`config.mk`:
```
export PLATFORM = sky130hd
export DESIGN_NAME = pool_sequencer
export DESIGN_NICKNAME = d
export VERILOG_FILES = /design/src/rtl/pool_pkg.sv /design/src/rtl/pool_raster_counter.sv /design/src/rtl/pool_sequencer.sv
export SDC_FILE = /design/constraint.sdc
export NUM_CORES = 1
export LEC_CHECK = 0
export CAP_MARGIN = 20
export CORE_MARGIN = 10
export CORE_UTILIZATION = 50
export CTS_BUF_LIST = sky130_fd_sc_hd__clkbuf_8
export DETAILED_ROUTE_END_ITERATION = 7
export PLACE_DENSITY_LB_ADDON = 0.2
export SLEW_MARGIN = 20
export SYNTH_ARGS = -nofsm -noshare
export SYNTH_HDL_FRONTEND = slang
export SYNTH_SLANG_ARGS = --single-unit
```
`constraint.sdc`:
```
create_clock -name DSP_clk -period 4.3 [get_ports DSP_clk]
set_clock_uncertainty 0.15 [all_clocks]
set_input_delay 0.86 -clock DSP_clk [delete_from_list [all_inputs] [get_ports DSP_clk]]
set_output_delay 0.86 -clock DSP_clk [all_outputs]
set_load 0.05 [all_outputs]
```
`src/rtl/pool_pkg.sv`:
```
// Shared definitions for the max-pool frame sequencer.
//   POOL_KSIZE   : pool window size of the systolic array
//   POOL_COL_W   : width of all geometry counters and sizes
//   POOL_DATA_W  : pixel width
//   pool_state_e : sequencer FSM states
package pool_pkg;

    localparam int POOL_KSIZE  = 5;
    localparam int POOL_COL_W  = 10;
    localparam int POOL_DATA_W = 8;

    typedef enum logic [2:0] {
        ST_IDLE  = 3'd0,
        ST_CLEAR = 3'd1,
        ST_SCAN  = 3'd2,
        ST_FLUSH = 3'd3,
        ST_DONE  = 3'd4
    } pool_state_e;

endpackage

```
`src/rtl/pool_raster_counter.sv`:
```
// Raster position tracker for the padded frame.
// Holds row/column counters plus per-axis stride phase counters so the
// window-alignment test needs no divider.
//   clk_i, rst_ni  : clock, asynchronous active-low reset
//   clear_i        : force all counters to zero (frame start)
//   adv_i          : advance one position (array pulse)
//   col_size_i/row_size_i : unpadded geometry
//   width_i/height_i      : padded geometry
//   stride_i       : pool stride 1..4
//   is_pad_o       : current position lies in the padding border
//   is_tag_o       : current position completes a stride-aligned window
//   is_last_o      : current position is the final one of the frame
module pool_raster_counter
    import pool_pkg::*;
#(
    parameter int PAD   = 2,
    parameter int KSIZE = POOL_KSIZE
) (
    input  logic                  clk_i,
    input  logic                  rst_ni,
    input  logic                  clear_i,
    input  logic                  adv_i,
    input  logic [POOL_COL_W-1:0] col_size_i,
    input  logic [POOL_COL_W-1:0] row_size_i,
    input  logic [POOL_COL_W-1:0] width_i,
    input  logic [POOL_COL_W-1:0] height_i,
    input  logic [2:0]            stride_i,
    output logic                  is_pad_o,
    output logic                  is_tag_o,
    output logic                  is_last_o
);

    localparam logic [POOL_COL_W-1:0] PAD_L = POOL_COL_W'(PAD);
    localparam logic [POOL_COL_W-1:0] KM1   = POOL_COL_W'(KSIZE - 1);

    logic [POOL_COL_W-1:0] r_q, r_d, c_q, c_d;
    logic [2:0]            rph_q, rph_d, cph_q, cph_d;
    logic [2:0]            stride_m1;
    logic                  c_wrap;

    assign stride_m1 = stride_i - 3'd1;
    assign c_wrap    = (c_q == width_i - 10'd1);

    // Phase counters start at zero on the first window-completing index
    // (KSIZE-1) and wrap at stride, so phase==0 marks aligned positions.
    always_comb begin
        r_d   = r_q;
        c_d   = c_q;
        rph_d = rph_q;
        cph_d = cph_q;
        if (clear_i) begin
            r_d   = '0;
            c_d   = '0;
            rph_d = '0;
            cph_d = '0;
        end else if (adv_i) begin
            if (c_wrap) begin
                c_d   = '0;
                cph_d = '0;
                r_d   = r_q + 10'd1;
                if (r_q >= KM1) begin
                    rph_d = (rph_q == stride_m1) ? 3'd0 : rph_q + 3'd1;
                end else begin
                    rph_d = '0;
                end
            end else begin
                c_d = c_q + 10'd1;
                if (c_q >= KM1) begin
                    cph_d = (cph_q == stride_m1) ? 3'd0 : cph_q + 3'd1;
                end else begin
                    cph_d = '0;
                end
            end
        end
    end

    always_ff @(posedge clk_i or negedge rst_ni) begin
        if (!rst_ni) begin
            r_q   <= '0;
            c_q   <= '0;
            rph_q <= '0;
            cph_q <= '0;
        end else begin
            r_q   <= r_d;
            c_q   <= c_d;
            rph_q <= rph_d;
            cph_q <= cph_d;
        end
    end

    assign is_pad_o  = (r_q < PAD_L) || (r_q >= PAD_L + row_size_i) ||
                       (c_q < PAD_L) || (c_q >= PAD_L + col_size_i);
    assign is_tag_o  = (r_q >= KM1) && (c_q >= KM1) &&
                       (rph_q == 3'd0) && (cph_q == 3'd0);
    assign is_last_o = (r_q == height_i - 10'd1) && c_wrap;

endmodule

```
`src/rtl/pool_sequencer.sv`:
```
// Frame-level controller for the 5x5 max-pool systolic array.
// Rasters one channel through a zero-padded frame, injects padding pixels,
// drives the array pulse/ram_rst/col_size and forwards stride-aligned
// window results on a ready/valid stream.
//   DSP_clk, rst_n          : clock, asynchronous active-low reset
//   start, cfg_*            : frame start and geometry (latched in IDLE)
//   in_valid/in_data/in_ready : input pixel stream
//   pool_*                  : array control and feature path
//   out_valid/out_data/out_ready : pooled result stream
//   busy, done              : frame status
module pool_sequencer
    import pool_pkg::*;
#(
    parameter int                     PAD        = 2,
    parameter logic [POOL_DATA_W-1:0] PAD_VALUE  = 8'h00,
    parameter int                     KSIZE      = POOL_KSIZE,
    parameter int                     CLR_CYCLES = 4
) (
    input  logic                   DSP_clk,
    input  logic                   rst_n,
    input  logic                   start,
    input  logic [POOL_COL_W-1:0]  cfg_col_size,
    input  logic [POOL_COL_W-1:0]  cfg_row_size,
    input  logic [2:0]             cfg_stride,
    input  logic                   in_valid,
    input  logic [POOL_DATA_W-1:0] in_data,
    output logic                   in_ready,
    output logic [POOL_DATA_W-1:0] pool_feature,
    output logic                   pool_pulse,
    output logic [POOL_COL_W-1:0]  pool_col_size,
    output logic                   pool_ram_rst,
    input  logic [POOL_DATA_W-1:0] pool_feature_out,
    output logic                   out_valid,
    output logic [POOL_DATA_W-1:0] out_data,
    input  logic                   out_ready,
    output logic                   busy,
    output logic                   done
);

    localparam int                    CLR_W = $clog2(CLR_CYCLES + 1);
    localparam logic [CLR_W-1:0]      CLR_LAST = CLR_W'(CLR_CYCLES - 1);
    localparam logic [POOL_COL_W-1:0] PAD2 = POOL_COL_W'(2 * PAD);

    pool_state_e            state_q, state_d;
    logic [POOL_COL_W-1:0]  col_q, col_d, row_q, row_d;
    logic [POOL_COL_W-1:0]  width_q, width_d, height_q, height_d;
    logic [2:0]             stride_q, stride_d;
    logic [CLR_W-1:0]       clr_cnt_q, clr_cnt_d;
    logic                   pend_q, pend_d;
    logic                   out_valid_q, out_valid_d;
    logic [POOL_DATA_W-1:0] out_data_q, out_data_d;

    logic is_pad, is_tag, is_last;
    logic scan, stall, allow;

    pool_raster_counter #(
        .PAD   (PAD),
        .KSIZE (KSIZE)
    ) u_raster (
        .clk_i      (DSP_clk),
        .rst_ni     (rst_n),
        .clear_i    (state_q == ST_CLEAR),
        .adv_i      (pool_pulse),
        .col_size_i (col_q),
        .row_size_i (row_q),
        .width_i    (width_q),
        .height_i   (height_q),
        .stride_i   (stride_q),
        .is_pad_o   (is_pad),
        .is_tag_o   (is_tag),
        .is_last_o  (is_last)
    );

    // Handshake semantics (both streams): a transfer happens on a rising
    // clock edge where valid and ready are both high; valid never drops and
    // data never changes until that transfer. A new array pulse is issued
    // only when the result register cannot be overwritten, so no pooled
    // result is ever lost under backpressure.
    assign stall = out_valid_q & ~out_ready;
    assign allow = ~pend_q & ~stall;
    assign scan  = (state_q == ST_SCAN);

    // FSM state register
    always_ff @(posedge DSP_clk or negedge rst_n) begin
        if (!rst_n) begin
            state_q <= ST_IDLE;
        end else begin
            state_q <= state_d;
        end
    end

    // FSM next-state logic
    always_comb begin
        state_d = state_q;
        unique case (state_q)
            ST_IDLE:  if (start) state_d = ST_CLEAR;
            ST_CLEAR: if (clr_cnt_q == CLR_LAST) state_d = ST_SCAN;
            ST_SCAN:  if (pool_pulse && is_last) state_d = ST_FLUSH;
            ST_FLUSH: if (!pend_q && !stall) state_d = ST_DONE;
            ST_DONE:  state_d = ST_IDLE;
            default:  state_d = ST_IDLE;
        endcase
    end

    // FSM outputs
    always_comb begin
        in_ready     = scan & ~is_pad & allow;
        pool_pulse   = scan & allow & (is_pad | in_valid);
        pool_feature = '0;
        if (scan) begin
            pool_feature = is_pad ? PAD_VALUE : in_data;
        end
        pool_ram_rst = (state_q == ST_CLEAR);
        busy         = (state_q == ST_CLEAR) || scan || (state_q == ST_FLUSH);
        done         = (state_q == ST_DONE);
    end

    // Datapath next-state: config latch, clear counter, result register.
    // The array presents the window result the cycle after the tagged
    // pulse, hence the one-cycle pend stage.
    always_comb begin
        col_d       = col_q;
        row_d       = row_q;
        width_d     = width_q;
        height_d    = height_q;
        stride_d    = stride_q;
        clr_cnt_d   = '0;
        pend_d      = pool_pulse & is_tag;
        out_valid_d = out_valid_q;
        out_data_d  = out_data_q;
        if (state_q == ST_IDLE && start) begin
            col_d    = cfg_col_size;
            row_d    = cfg_row_size;
            width_d  = cfg_col_size + PAD2;
            height_d = cfg_row_size + PAD2;
            stride_d = cfg_stride;
        end
        if (state_q == ST_CLEAR) begin
            clr_cnt_d = clr_cnt_q + CLR_W'(1);
        end
        if (pend_q) begin
            out_valid_d = 1'b1;
            out_data_d  = pool_feature_out;
        end else if (out_valid_q && out_ready) begin
            out_valid_d = 1'b0;
        end
    end

    always_ff @(posedge DSP_clk or negedge rst_n) begin
        if (!rst_n) begin
            col_q       <= '0;
            row_q       <= '0;
            width_q     <= '0;
            height_q    <= '0;
            stride_q    <= '0;
            clr_cnt_q   <= '0;
            pend_q      <= 1'b0;
            out_valid_q <= 1'b0;
            out_data_q  <= '0;
        end else begin
            col_q       <= col_d;
            row_q       <= row_d;
            width_q     <= width_d;
            height_q    <= height_d;
            stride_q    <= stride_d;
            clr_cnt_q   <= clr_cnt_d;
            pend_q      <= pend_d;
            out_valid_q <= out_valid_d;
            out_data_q  <= out_data_d;
        end
    end

    assign pool_col_size = width_q;
    assign out_valid     = out_valid_q;
    assign out_data      = out_data_q;

endmodule

```
==> impl_metrics.py <==
metrics = {
    "detailed_routing": {
        "antenna_left": 0,
        "routed-wl-met3_um": 734,
        "firstDrtPassIters": 4,
        "drt-initial-drc-count": 239,
        "met2_length_um": 6070,
        "route.detailed.drc": 0,
        "top_layer_used": "met4",
        "viasPerCell": 5.55,
        "drt-met1-wl_um": 6150,
        "vias": 4504,
        "routed_wl_um": 13200,
        "wl_per_cell_um": 16.2,
    },
    "logic_synthesis": {
        "synth_seq_cells": 81,
        "ys_async_sr_fraction": 1.00,
        "synth_top_family_by_area": "simple AND/OR/NAND/NOR gates",
        "synth_cells": 580,
        "yosysWarnings": 0,
        "syn-num-nets": 661,
        "synth_edf_count": 0,
        "synth_area_um2": 5170,
        "synth_xor_area_frac": 0.107,
        "synth_mux_area_frac": 0.0273,
        "yosysSeqAreaShare": 0.392,
        "syn_area_per_cell_um2": 8.92,
        "synth_compound_area_frac": 0.101,
        "synthAdderAreaFrac": 0.0895,
        "synthDistinctLibCells": 55,
        "yosys.area_share.simple": 0.247,
        "synth_top_flop_cell": "dfrtp_1",
    },
    "min_path": {
        "hold_path.class": "register to register",
    },
    "final_layout": {
        "diodes": 0,
        "area_delta_synth_final_pct": 28.0,
        "multi_input_area_um2": 3030,
        "nets": 752,
        "layout-drive-gt1-share": 0.132,
        "seq_area_um2": 2030,
        "fin_area_um2": 6620,
        "n_fill_cell": 848,
        "final_util": 0.650,
    },
    "timing": {
        "fmax_mhz": 234,
        "slew_viol_final": 0,
        "rsz0062_at_grt": "yes",
        "period_share": 0.992,
        "slew_headroom": 0.481,
        "layout_min_cycle_time_ps": 4270,
        "hold_viol": 0,
        "fin_hold_ws_ps": 298,
        "max_slew.worst_pin.slew_ps": 779,
        "finalSetupViolations": 0,
    },
    "power_and_ir_drop": {
        "ir_drop_uv": 327,
        "intPower_mw": 2.06,
        "power_mw": 3.59,
        "switchingPower_mw": 1.53,
        "p_sw_frac": 0.426,
        "p_clk_frac": 0.189,
        "total_leakage_power_nw": 2.92,
        "p_comb_frac": 0.474,
        "power_frac_seq": 0.337,
        "p_per_area_nw_per_um2": 541,
    },
    "clock_network": {
        "htree_levels": 3,
        "cts_tree": "built",
        "clock-root-buffer": "clkbuf_8",
        "clk_pin_slew_worst_paths_ps": 100,
        "cts-buffers-inserted": 9,
        "cts.path.max_buffers": 2,
        "cts.sinks": 81,
        "clk_latency_ps": 370,
        "ctsHoldBuffers": 0,
    },
    "floorplanning": {
        "ios": 76,
        "die_x_um": 122,
        "initial_utilization": 0.508,
        "die_area_um2": 14800,
        "rows": 37,
        "die_h_um": 122,
        "core_um2": 10200,
    },
    "worst_setup_path": {
        "endpoint_kind": "output pin",
        "arrival_ps": 3260,
        "path_class": "register to output pin",
        "cp_max_fo": 5,
        "start_kind": "register",
        "required_ps": 3290,
    },
    "global_route": {
        "grt_use_total": 0.179,
        "grt_overflow": 0,
        "grt_max_degree": 82,
        "antenna_found_initial": 0,
        "grt_pass1_vias": 4501,
        "grt_pass1_wl_um": 21800,
    },
    "place": {
        "place_hpwl_um": 9530,
        "portBuffers": 75,
        "gp_congestion": 0.858,
        "place_area_um2": 6160,
    },
    "run": {
        "cap_violations": 0,
    },
    "status": {
        "outcome": "complete, no violations",
    },
}
[per-stage QoR]
stage               setup TNS [ps]  instances  setup WS (ps)
global route                  -903        812           -106
floorplan                        0        580            126
CTS                         -0.736        805         -0.736
detailed placement               0        779            161
finish                           0        812           34.1
global placement                 0        779            215
[registers in the layout, indices dropped and copies added (netlist names)]
name            count
state_q             3
u_raster.rph_q      3
pend_q              1
out_valid           1
u_raster.cph_q      3
pool_col_size       8
col_q              10
u_raster.c_q       10
out_data            8
height_q            8
row_q              10
clr_cnt_q           3
stride_q            3
u_raster.r_q       10
[cell usage after synthesis, types with 9 or more instances]
library cell,count,share of area
ha_1,37,0.090
nand2_1,104,0.075
inv_1,28,0.020
mux2_2,9,0.020
a21oi_1,24,0.023
and2_1,13,0.016
and3_1,11,0.013
clkbuf_1,16,0.012
o21ai_0,35,0.034
xnor2_1,30,0.051
dfrtp_1,81,0.39
nand4_1,11,0.013
nor2_1,28,0.020
xor2_1,33,0.056
or3_1,10,0.012
nand3_1,27,0.026
[power groups by stage]
stage	registers [mW]	clock network (mW)	logic, mW
floorplan	1.26	0	1.05
finish	1.21	0.676	1.70
global route	1.24	0.726	1.89
detailed placement	1.22	0	1.57
global placement	1.20	0	1.53
CTS	1.20	0.689	1.65
[logic make-up (layout without fill, tap and decap cells)]
logic type | after synthesis | count (layout)
fa+ha+maj | 37 | 37
flops | 81 | 81
buf+inv | 48 | 144
mux | 13 | 13
compound gates | 85 | 85
xor+xnor | 63 | 63
simple gates | 253 | 253
[worst paths after layout]
check	depth (start not counted)	end	slack (ps)	from
worst max-delay path	14	pool_feature[5]	30	row_q[5]
worst min-delay path	1	clr_cnt_q[0]	300	clr_cnt_q[0]
worst max register to register	10	u_raster.r_q[5]	420	col_q[1]
worst min register to register	1	clr_cnt_q[0]	300	clr_cnt_q[0]
max in group asynchronous	1	row_q[1]	3080	rst_n
min in group asynchronous	1	out_data[5]	360	rst_n
[area by class of cell]
cell class | count | share of cell area
tap | 136 | 0.0257
clock buffer | 9 | 0.0187
sequential | 81 | 0.306
timing repair buffer | 99 | 0.157
inverter | 29 | 0.0164
clock inverter | 7 | 0.0179
multi-input combinational | 451 | 0.458
[critical path: stages (launching register included)]
cell and delay [ps]:
dfrtp_1 400, and3_4 200, and2_4 140, nand4_1 110, xor2_1 200, ha_1 340, a211oi_2 230, o211ai_1 120
a211oi_2 210, o21ai_1 120, nor4bb_2 270, buf_4 170, buf_6 110, and2_4 150, buf_12 130
[routing by layer]
layer | GRT usage | vias up
li1 | - | 2192
met1 | 0.236 | 2167
met2 | 0.284 | 127
met3 | 0.0439 | 18
met4 | 0.0581 | 0
met5 | 0 | -
[repair_timing]
item / CTS / global route
resized for setup: 12 / 15
endpoints found under the setup margin: 10 / 10
hold endpoints to repair: 0 / 0
cloned: 1 / 0
pin swaps: 5 / 16
buffers inserted: 9 / 7
[cells in the final DEF, fill, tap and decap left out, drive strengths merged, types with 24 or more instances in the layout]
cell type        n
nor2            28
buf             35
dfrtp           81
nand2          104
clkdlybuf4s50   64
nand3           28
xnor2           30
xor2            33
o21ai           35
a21oi           24
inv             28
ha              37
Power figures use the tool's default switching activity.
